==> src/rtl/text_cursor_ctrl.sv <==
// -----------------------------------------------------------------------------
// text_cursor_ctrl
//
// Write-side controller for a ROWS x COLS character text buffer. Accepts a
// character stream over a valid/ready handshake, interprets control codes,
// tracks the cursor and drives the buffer write port. All buffer clearing is
// generated here: a full clear after reset and on form feed, and a single-row
// clear whenever the cursor advances to a new line.
//
// Ports:
//   clk       in   system clock, rising edge
//   rst_n     in   asynchronous active-low reset
//   in_valid  in   upstream character valid
//   in_data   in   upstream character (control codes decoded on bits [7:0])
//   in_ready  out  high only when idle; transfer on in_valid && in_ready
//   we        out  buffer write enable (registered)
//   w_row     out  buffer write row (registered)
//   w_col     out  buffer write column (registered)
//   din       out  buffer write data (registered)
//   cur_row   out  cursor row
//   cur_col   out  cursor column
//   busy      out  high while a clear sequence runs (== !in_ready)
// -----------------------------------------------------------------------------
module text_cursor_ctrl #(
   parameter int DATA_WIDTH = 8,
   parameter int ROWS       = 4,
   parameter int COLS       = 32
) (
   input  logic                     clk,
   input  logic                     rst_n,
   input  logic                     in_valid,
   input  logic [DATA_WIDTH-1:0]    in_data,
   output logic                     in_ready,
   output logic                     we,
   output logic [$clog2(ROWS)-1:0]  w_row,
   output logic [$clog2(COLS)-1:0]  w_col,
   output logic [DATA_WIDTH-1:0]    din,
   output logic [$clog2(ROWS)-1:0]  cur_row,
   output logic [$clog2(COLS)-1:0]  cur_col,
   output logic                     busy
);

   localparam int RW = $clog2(ROWS);
   localparam int CW = $clog2(COLS);
   localparam logic [RW-1:0]         ROW_LAST = RW'(ROWS - 1);
   localparam logic [CW-1:0]         COL_LAST = CW'(COLS - 1);
   localparam logic [DATA_WIDTH-1:0] SPACE    = DATA_WIDTH'(8'h20);

   localparam logic [7:0] C_BS = 8'h08;
   localparam logic [7:0] C_LF = 8'h0A;
   localparam logic [7:0] C_FF = 8'h0C;
   localparam logic [7:0] C_CR = 8'h0D;

   typedef enum logic [1:0] {
      S_IDLE   = 2'd0,
      S_CLRROW = 2'd1,
      S_CLRALL = 2'd2
   } state_t;

   state_t                 state_q, state_d;
   logic [RW-1:0]          clr_row_q, clr_row_d;
   logic [CW-1:0]          clr_col_q, clr_col_d;
   logic [RW-1:0]          cur_row_q, cur_row_d;
   logic [CW-1:0]          cur_col_q, cur_col_d;
   logic                   we_q, we_d;
   logic [RW-1:0]          w_row_q, w_row_d;
   logic [CW-1:0]          w_col_q, w_col_d;
   logic [DATA_WIDTH-1:0]  din_q, din_d;

   logic [7:0]             code;
   logic                   line_adv;

   assign code = in_data[7:0];

   // -------------------------------------------------------------------------
   // State register. Reset lands in CLRALL so the buffer is wiped after every
   // reset, including one that interrupts a clear already in progress.
   // -------------------------------------------------------------------------
   always_ff @(posedge clk or negedge rst_n) begin
      if (!rst_n) begin
         state_q   <= S_CLRALL;
         clr_row_q <= '0;
         clr_col_q <= '0;
         cur_row_q <= '0;
         cur_col_q <= '0;
         we_q      <= 1'b0;
         w_row_q   <= '0;
         w_col_q   <= '0;
         din_q     <= '0;
      end else begin
         state_q   <= state_d;
         clr_row_q <= clr_row_d;
         clr_col_q <= clr_col_d;
         cur_row_q <= cur_row_d;
         cur_col_q <= cur_col_d;
         we_q      <= we_d;
         w_row_q   <= w_row_d;
         w_col_q   <= w_col_d;
         din_q     <= din_d;
      end
   end

   // -------------------------------------------------------------------------
   // Next-state / write-port logic. The write address and data hold their
   // previous values when no write is issued; only we qualifies them.
   // -------------------------------------------------------------------------
   always_comb begin
      state_d   = state_q;
      clr_row_d = clr_row_q;
      clr_col_d = clr_col_q;
      cur_row_d = cur_row_q;
      cur_col_d = cur_col_q;
      we_d      = 1'b0;
      w_row_d   = w_row_q;
      w_col_d   = w_col_q;
      din_d     = din_q;
      line_adv  = 1'b0;

      case (state_q)
         S_IDLE: begin
            if (in_valid) begin
               if (code >= 8'h20 && code <= 8'h7E) begin
                  we_d    = 1'b1;
                  w_row_d = cur_row_q;
                  w_col_d = cur_col_q;
                  din_d   = in_data;
                  if (cur_col_q != COL_LAST) begin
                     cur_col_d = cur_col_q + CW'(1);
                  end else begin
                     line_adv = 1'b1;
                  end
               end else begin
                  case (code)
                     C_LF: line_adv = 1'b1;
                     C_CR: cur_col_d = '0;
                     C_BS: begin
                        if (cur_col_q != '0) begin
                           cur_col_d = cur_col_q - CW'(1);
                           we_d      = 1'b1;
                           w_row_d   = cur_row_q;
                           w_col_d   = cur_col_q - CW'(1);
                           din_d     = SPACE;
                        end else if (cur_row_q != '0) begin
                           cur_row_d = cur_row_q - RW'(1);
                           cur_col_d = COL_LAST;
                           we_d      = 1'b1;
                           w_row_d   = cur_row_q - RW'(1);
                           w_col_d   = COL_LAST;
                           din_d     = SPACE;
                        end
                     end
                     C_FF: begin
                        cur_row_d = '0;
                        cur_col_d = '0;
                        clr_row_d = '0;
                        clr_col_d = '0;
                        state_d   = S_CLRALL;
                     end
                     default: ; // unsupported codes are consumed silently
                  endcase
               end

               // Rows wrap circularly; the newly entered row is blanked.
               if (line_adv) begin
                  cur_col_d = '0;
                  cur_row_d = cur_row_q + RW'(1);
                  clr_col_d = '0;
                  state_d   = S_CLRROW;
               end
            end
         end

         S_CLRROW: begin
            // cur_row already points at the new row when this state runs.
            we_d      = 1'b1;
            w_row_d   = cur_row_q;
            w_col_d   = clr_col_q;
            din_d     = SPACE;
            clr_col_d = clr_col_q + CW'(1);
            if (clr_col_q == COL_LAST) begin
               state_d = S_IDLE;
            end
         end

         S_CLRALL: begin
            we_d      = 1'b1;
            w_row_d   = clr_row_q;
            w_col_d   = clr_col_q;
            din_d     = SPACE;
            clr_col_d = clr_col_q + CW'(1);
            if (clr_col_q == COL_LAST) begin
               clr_row_d = clr_row_q + RW'(1);
               if (clr_row_q == ROW_LAST) begin
                  state_d = S_IDLE;
               end
            end
         end

         default: begin
            clr_row_d = '0;
            clr_col_d = '0;
            state_d   = S_CLRALL;
         end
      endcase
   end

   assign in_ready = (state_q == S_IDLE);
   assign busy     = (state_q != S_IDLE);
   assign we       = we_q;
   assign w_row    = w_row_q;
   assign w_col    = w_col_q;
   assign din      = din_q;
   assign cur_row  = cur_row_q;
   assign cur_col  = cur_col_q;

endmodule
==> config.mk <==
export PLATFORM = sky130hd
export DESIGN_NAME = text_cursor_ctrl
export DESIGN_NICKNAME = d
export VERILOG_FILES = /design/src/rtl/text_cursor_ctrl.sv
export SDC_FILE = /design/constraint.sdc
export NUM_CORES = 1
export LEC_CHECK = 0
export ABC_CLOCK_PERIOD_IN_PS = 4300
export BUFFER_PORTS_ARGS = -buffer_cell sky130_fd_sc_hd__buf_2
export CAP_MARGIN = 20
export CORE_ASPECT_RATIO = 1.25
export CORE_UTILIZATION = 45
export CTS_CLUSTER_SIZE = 14
export DETAILED_ROUTE_END_ITERATION = 10
export PLACE_DENSITY = 0.71
export SYNTH_ARGS = -nofsm -noshare
export SYNTH_HDL_FRONTEND = slang
export SYNTH_SLANG_ARGS = --single-unit
==> constraint.sdc <==
create_clock -name clk -period 4.3 [get_ports clk]
set_clock_uncertainty 0.2 [all_clocks]
set_input_delay 0.43 -clock clk [delete_from_list [all_inputs] [get_ports clk]]
set_output_delay 0.43 -clock clk [all_outputs]
set_load 0.05 [all_outputs]
==> results of run 1 <==
[cell type report]
| type | count | area (µm²) | area share (%) |
|---|---|---|---|
| clock buffers | 7 | 76.32 | 3.085 |
| inverters | 18 | 67.56 | 2.731 |
| flip-flops and latches | 32 | 802.0 | 32.42 |
| multi-input cells | 168 | 1267 | 51.24 |
| well taps | 58 | 72.57 | 2.934 |
| clock inverters | 1 | 5.005 | 0.2023 |
| repair buffers | 36 | 182.7 | 7.385 |
[flip-flops by register name, indices dropped and copies added (netlist names)]
register / flops
w_row: 2
clr_col_q: 5
din: 8
w_col: 5
clr_row_q: 2
we: 1
state_q: 2
cur_col: 5
cur_row: 2
[worst max-delay path, cell delays in order, from the launching register on]
cell and delay, ns:
dfrtp_1 0.45, inv_1 0.16, ha_1 0.20, nor4b_1 0.59, a211o_1 0.26, a21boi_2 0.08, o21bai_2 0.66, mux2_2 0.42
[layout by cell type (no fill, tap or decap), types with 2 or more instances in the layout]
| master | count |
|---|---|
| buf_2 | 35 |
| dfrtp_1 | 31 |
| inv_1 | 18 |
| nand2_1 | 16 |
| nand3_1 | 14 |
| mux2i_1 | 13 |
| ha_1 | 13 |
| nor2_1 | 10 |
| o21ai_0 | 10 |
| mux2_2 | 8 |
| a21oi_1 | 6 |
| nand2b_1 | 6 |
| nor3_1 | 5 |
| clkbuf_8 | 5 |
| and2_1 | 4 |
| o211ai_1 | 4 |
| a211o_1 | 3 |
| mux2_4 | 3 |
| o21a_1 | 3 |
| nor2b_1 | 3 |
| nor4_1 | 3 |
| and3_1 | 2 |
| o21ba_2 | 2 |
| or4_1 | 2 |
| or4b_1 | 2 |
| o41ai_1 | 2 |
| or3_1 | 2 |
| a31oi_1 | 2 |
| o31ai_1 | 2 |
| clkbuf_1 | 2 |
[worst paths after layout]
kind / slack [ns] / from / end
setup / recovery: 1.17 / cur_col[0] / w_col[0]
hold / removal: -0.007 / rst_n / w_row[0]
setup reg to reg: 1.17 / cur_col[0] / w_col[0]
hold reg to reg: 0.28 / din[7] / din[7]
max in group asynchronous: 3.45 / rst_n / w_col[4]
min in group clk: 0.21 / in_data[4] / din[4]
[power by group]
part	switching, mW	internal [mW]
logic	0.0221	0.0100
registers	0	0.301
clock network	0.107	0.113
[cell families (layout without fill, tap and decap cells)]
| kind of cell | after synthesis | count (layout) | share of synthesized area [%] |
|---|---|---|---|
| compound gates | 54 | 54 | 18.71 |
| fa+ha+maj | 13 | 13 | 7.463 |
| buf+inv | 27 | 62 | 5.051 |
| flops | 32 | 32 | 36.80 |
| mux | 24 | 24 | 12.17 |
| simple gates | 77 | 77 | 19.81 |
[per-layer routing]
layer / vias up / GRT usage [%] / wire length, µm
met5: - / 0 / 0
met4: 0 / 9.778 / 104
li1: 899 / - / -
met1: 861 / 25.29 / 2146
met2: 58 / 32.84 / 2257
met3: 9 / 4.000 / 171
[stage by stage]
stage	cell area [µm²]	worst slack [ns]	hold slack [ns]	power (mW)	utilization (%)
floorplan	2180	1.559	-0.06559	0.3213	-
global placement	2392	1.282	0.2645	0.3385	52.85
detailed placement	2392	1.177	0.2680	0.3390	52.85
CTS	2474	1.150	0.02045	0.5634	54.64
global route	2474	0.9015	0.04661	0.5797	54.64
finish	2474	1.168	-0.006547	0.5535	54.64
==> summary.md, run 1 <==
| Metric | Value |
|---|---|
| Status | complete, but fails checks |
| Failing checks | negative hold slack |
| Resized cells post-CTS | 0 |
| Area Overhead vs Synth | 13.49% |
| # DRC | 0 |
| Critical Path RT | 4.26 ns |
| Remaining Overflow, GRT | 0 |
| Setup tns final | 0 ns |
| Post-synthesis async set-or-reset flop share | 100.0% |
| Initial DRC count | 109 |
| Max-Cap Viols | 0 |
| Reg2Reg Depth | 7 |
| Unrepaired setup endpoints after global routing | no |
| Tot GR Track Use | 20.18% |
| Total wire length | 4.680 mm |
| RePlAce Congestion | 0.8795 |
| Period utilisation layout | 72.83% |
| CP max FO | 13 |
| Synth Register Bits | 32 |
| Clock slew at reported path FFs | 0.07 ns |
| Pwr Density | 223.8 mW/mm² |
| Post-DR wirelength/cell | 14.63 µm |
| Worst IR drop on VDD | 0.1041 mV |
| H-tree Lvls | 2 |
| Global-route wire length before repair | 8.059 mm |
| Core footprint | 0.004527 mm² |
| Main flop type after synthesis | dfrtp_1 |
| HPWL reported at the end of detailed placement | 3.385 mm |
| CTS Buffer Depth | 2 |
| # Post-CTS Setup Buffers | 0 |
| Max-slew violations | 0 |
| Dpl cells | 312 |
| Synth warn | 0 |
| DR vias | 1,827 |
| Final Non-Filler Cells | 320 |
| Syn Nets | 251 |
| Vias per Instance | 5.709 |
| Synth top area cells | dfrtp_1 (36%), ha_1 (7.5%), mux2i_1 (6.0%) |
| Die width | 64.25 µm |
| Mapped Area | 0.002180 mm² |
| Unique masters post-synth | 59 |
| Top-area cell type share of the netlist area | 35.59% |
| Synth Instances | 227 |
| Crit path DAT | 3.10 ns |
| First drt pass iteration count | 4 |
| Area leader, netlist | dfrtp_1 |
| Worst Setup Start Kind | register |
| Clock Latency Late Sink | 0.28 ns |
| Clk sink count | 32 |
| Ant. Diodes | 0 |
| CTS buffer count | 5 |
| Fmax achieved | 0.3193 GHz |
| Die ar. | 0.005128 mm² |
| EDFF count, synth | 0 |
| Post-layout min period | 3.132 ns |
| Final ANT Viol Nets | 0 |
| Most common cell in the netlist | dfrtp_1 |
| Final nets | 285 |
| Number of placement rows | 27 |
| IO Pins | 36 |
| Initial antenna violation count | 0 |
| Port Buffers | 35 |
| Root Driver | clkbuf_8 |
| HP Class | input pin to asynchronous set/reset pin |
| Critical path class | register to register |
| Share of layout cells above drive strength 1 | 24.43% |
| Largest net degree at the start of global routing | 33 |
| Endpoint type of the worst setup path | register |
| P_leak | 1.114 nW |
| Cts hold-fix bufs | 0 |
| CTS tree | built |
| Die height | 79.81 µm |
| Synth cell count leaders | dfrtp_1 (31), inv_1 (18), nand2_1 (16), nand3_1 (14) |
| Vias in the first global route | 1,766 |
| Hold Vio Cnt, Final | 15 |
| Initial cell density of the core | 48.15% |
| # fillers | 414 |
| Syn avg cell area | 9.602 µm² |
| Slew HR | 44.38% |
| WHS | -0.006547 ns |
| Worst slew pin tran | 0.8337 ns |
| Sequential area share after synthesis | 36.80% |
| Final setup viols | 0 |
(Power assumes the default switching activity.)
==> inputs of run 2 (changes only) <==
--- a/config.mk
+++ b/config.mk
@@ -5,7 +5,7 @@
 export SDC_FILE = /design/constraint.sdc
 export NUM_CORES = 1
 export LEC_CHECK = 0
-export ABC_CLOCK_PERIOD_IN_PS = 4300
+export ABC_CLOCK_PERIOD_IN_PS = 3150
 export BUFFER_PORTS_ARGS = -buffer_cell sky130_fd_sc_hd__buf_2
 export CAP_MARGIN = 20
 export CORE_ASPECT_RATIO = 1.25
==> constraint.sdc (replaced) <==
create_clock -name clk -period 3.15 [get_ports clk]
set_clock_uncertainty 0.2 [all_clocks]
set_input_delay 0.315 -clock clk [delete_from_list [all_inputs] [get_ports clk]]
set_output_delay 0.315 -clock clk [all_outputs]
set_load 0.05 [all_outputs]
==> run 2 against run 1 <==
Compared with the run above:
- the run now ends clean
- clock power increased by 99%
- critical path depth unchanged
- design area increased by 3.4%
- via count increased by 2.7%
- clock-buffer cell count unchanged
- first-iteration DRC count decreased by 18%
- utilization increased by 1.9 points
- total power increased by 62%
- wire length increased by 7.3%
- non-clock buffer count increased by 5
==> summary.md, run 2 (synthesis gave the netlist of run 1 again) <==
| Metric | Value |
|---|---|
| Most frequent cells in the layout | buf_2 (35), dfrtp_1 (31), inv_1 (18) |
| Post-DR wirelength/cell | 15.46 µm |
| Final Non-Filler Cells | 325 |
| Worst Setup Start Kind | register |
| Unrepaired setup endpoints after global routing | no |
| First drt pass iteration count | 4 |
| Final nets | 290 |
| IO Pins | 36 |
| Post-layout min period | 2.860 ns |
| Initial cell density of the core | 48.15% |
| CTS buffer count | 5 |
| Max-Cap Viols | 0 |
| P_leak | 1.159 nW |
| Area Overhead vs Synth | 17.39% |
| RePlAce Congestion | 0.8714 |
| Critical Path RT | 3.13 ns |
| Root Driver | clkbuf_8 |
| Fin area | 0.002559 mm² |
| Die height | 79.81 µm |
| Remaining Overflow, GRT | 0 |
| Final setup viols | 0 |
| CTS tree | built |
| Resized cells post-CTS | 0 |
| Clock slew at reported path FFs | 0.07 ns |
| Vias in the first global route | 1,901 |
| Die width | 64.25 µm |
| Critical path class | register to register |
| Clock Latency Late Sink | 0.29 ns |
| Worst IR drop on VDD | 0.2084 mV |
| Tot GR Track Use | 22.29% |
| HPWL reported at the end of detailed placement | 3.686 mm |
| Worst slew pin tran | 0.8543 ns |
| Crit path DAT | 2.84 ns |
| # DRC | 0 |
| Max reg flops | 8 |
| Final ANT Viol Nets | 0 |
| Total wire length | 5.023 mm |
| Fmax achieved | 0.3497 GHz |
| Largest net degree at the start of global routing | 33 |
| Port Buffers | 35 |
| Ant. Diodes | 0 |
| HP Class | input pin to register |
| Pwr Density | 349.4 mW/mm² |
| Core footprint | 0.004527 mm² |
| Initial antenna violation count | 0 |
| H-tree Lvls | 2 |
| CP max FO | 13 |
| Endpoint type of the worst setup path | register |
| Vias per Instance | 5.772 |
| Reg2Reg Depth | 7 |
| Clk sink count | 32 |
| DR vias | 1,876 |
| Global-route wire length before repair | 8.742 mm |
| Setup tns final | 0 ns |
| Hold Vio Cnt, Final | 0 |
| Slew HR | 43.01% |
| # Post-CTS Setup Buffers | 0 |
| Status | finished clean |
| Dpl cells | 316 |
| Number of placement rows | 27 |
| Hold Path Cell Cnt | 3 |
| Max-slew violations | 0 |
| Placement Cell Area | 0.002422 mm² |
| Share of layout cells above drive strength 1 | 26.22% |
| # fillers | 417 |
| Initial DRC count | 89 |
| CTS Buffer Depth | 2 |
| Commonest non-fill, non-tap cell in the layout | buf_2 |
| Period utilisation layout | 90.79% |
| Die ar. | 0.005128 mm² |
## run 2: cell count changes in the layout (fill, tap and decap cells not counted), sizes merged
cell | previous run | this run
bufinv | 0 | 1
clkinv | 1 | 0
dlygate4sd3 | 0 | 1
buf | 36 | 40
## run 2: critical path: stages (launching register included)
cell and delay [ns]:
dfrtp_1 0.44, inv_1 0.17, ha_1 0.20, nor4b_1 0.35, a211o_1 0.22, a21boi_2 0.07
o21bai_2 0.67, mux2_2 0.41
## run 2: layer usage
metal / GRT usage, % / vias up / part of all wire, %
met5: 0 / - / 0
met4: 11.11 / 0 / 2.1
met3: 4.714 / 9 / 3.8
met2: 37.05 / 52 / 51
met1: 27.01 / 900 / 44
li1: - / 915 / -
## run 2: repair_timing
item                                   in CTS  in global routing
endpoints found under the hold margin      31                  0
hold buffers                                1                  0
setup endpoints to repair                   0                  0
## run 2: worst paths after layout
check,from,to,slack (ns)
setup / recovery,cur_col[0],w_col[3],0.29
hold / removal,in_data[4],din[4],0.09
setup reg to reg,cur_col[0],w_col[3],0.29
hold reg to reg,din[7],din[7],0.29
max in group asynchronous,rst_n,w_col[3],1.89
min in group asynchronous,rst_n,clr_col_q[3],0.41
## run 2: area by class of cell
type / count / area [µm²] / share of cell area (%)
well taps: 58 / 72.57 / 2.836
inverters: 18 / 67.56 / 2.641
multi-input cells: 168 / 1267 / 49.54
clock buffers: 7 / 96.34 / 3.765
repair buffers: 41 / 222.7 / 8.704
flip-flops and latches: 32 / 802.0 / 31.34
clock inverters: 1 / 30.03 / 1.174
## run 2: stage by stage
| step | util (%) | power, mW | setup slack (ns) | hold slack [ns] |
|---|---|---|---|---|
| floorplan | - | 0.4387 | 0.4088 | -0.1806 |
| global placement | 53.51 | 0.4619 | 0.3576 | 0.2023 |
| detailed placement | 53.51 | 0.4624 | 0.2709 | 0.2126 |
| CTS | 56.52 | 0.9064 | 0.2682 | 0.08186 |
| global route | 56.52 | 0.9333 | 0.03293 | 0.09593 |
| finish | 56.52 | 0.8940 | 0.2900 | 0.08503 |
## run 2: report_power, final
group / internal (mW) / switching (mW)
Sequential: 0.411 / 0
Combinational: 0.0146 / 0.0302
Clock: 0.279 / 0.159
Total: 0.704 / 0.190
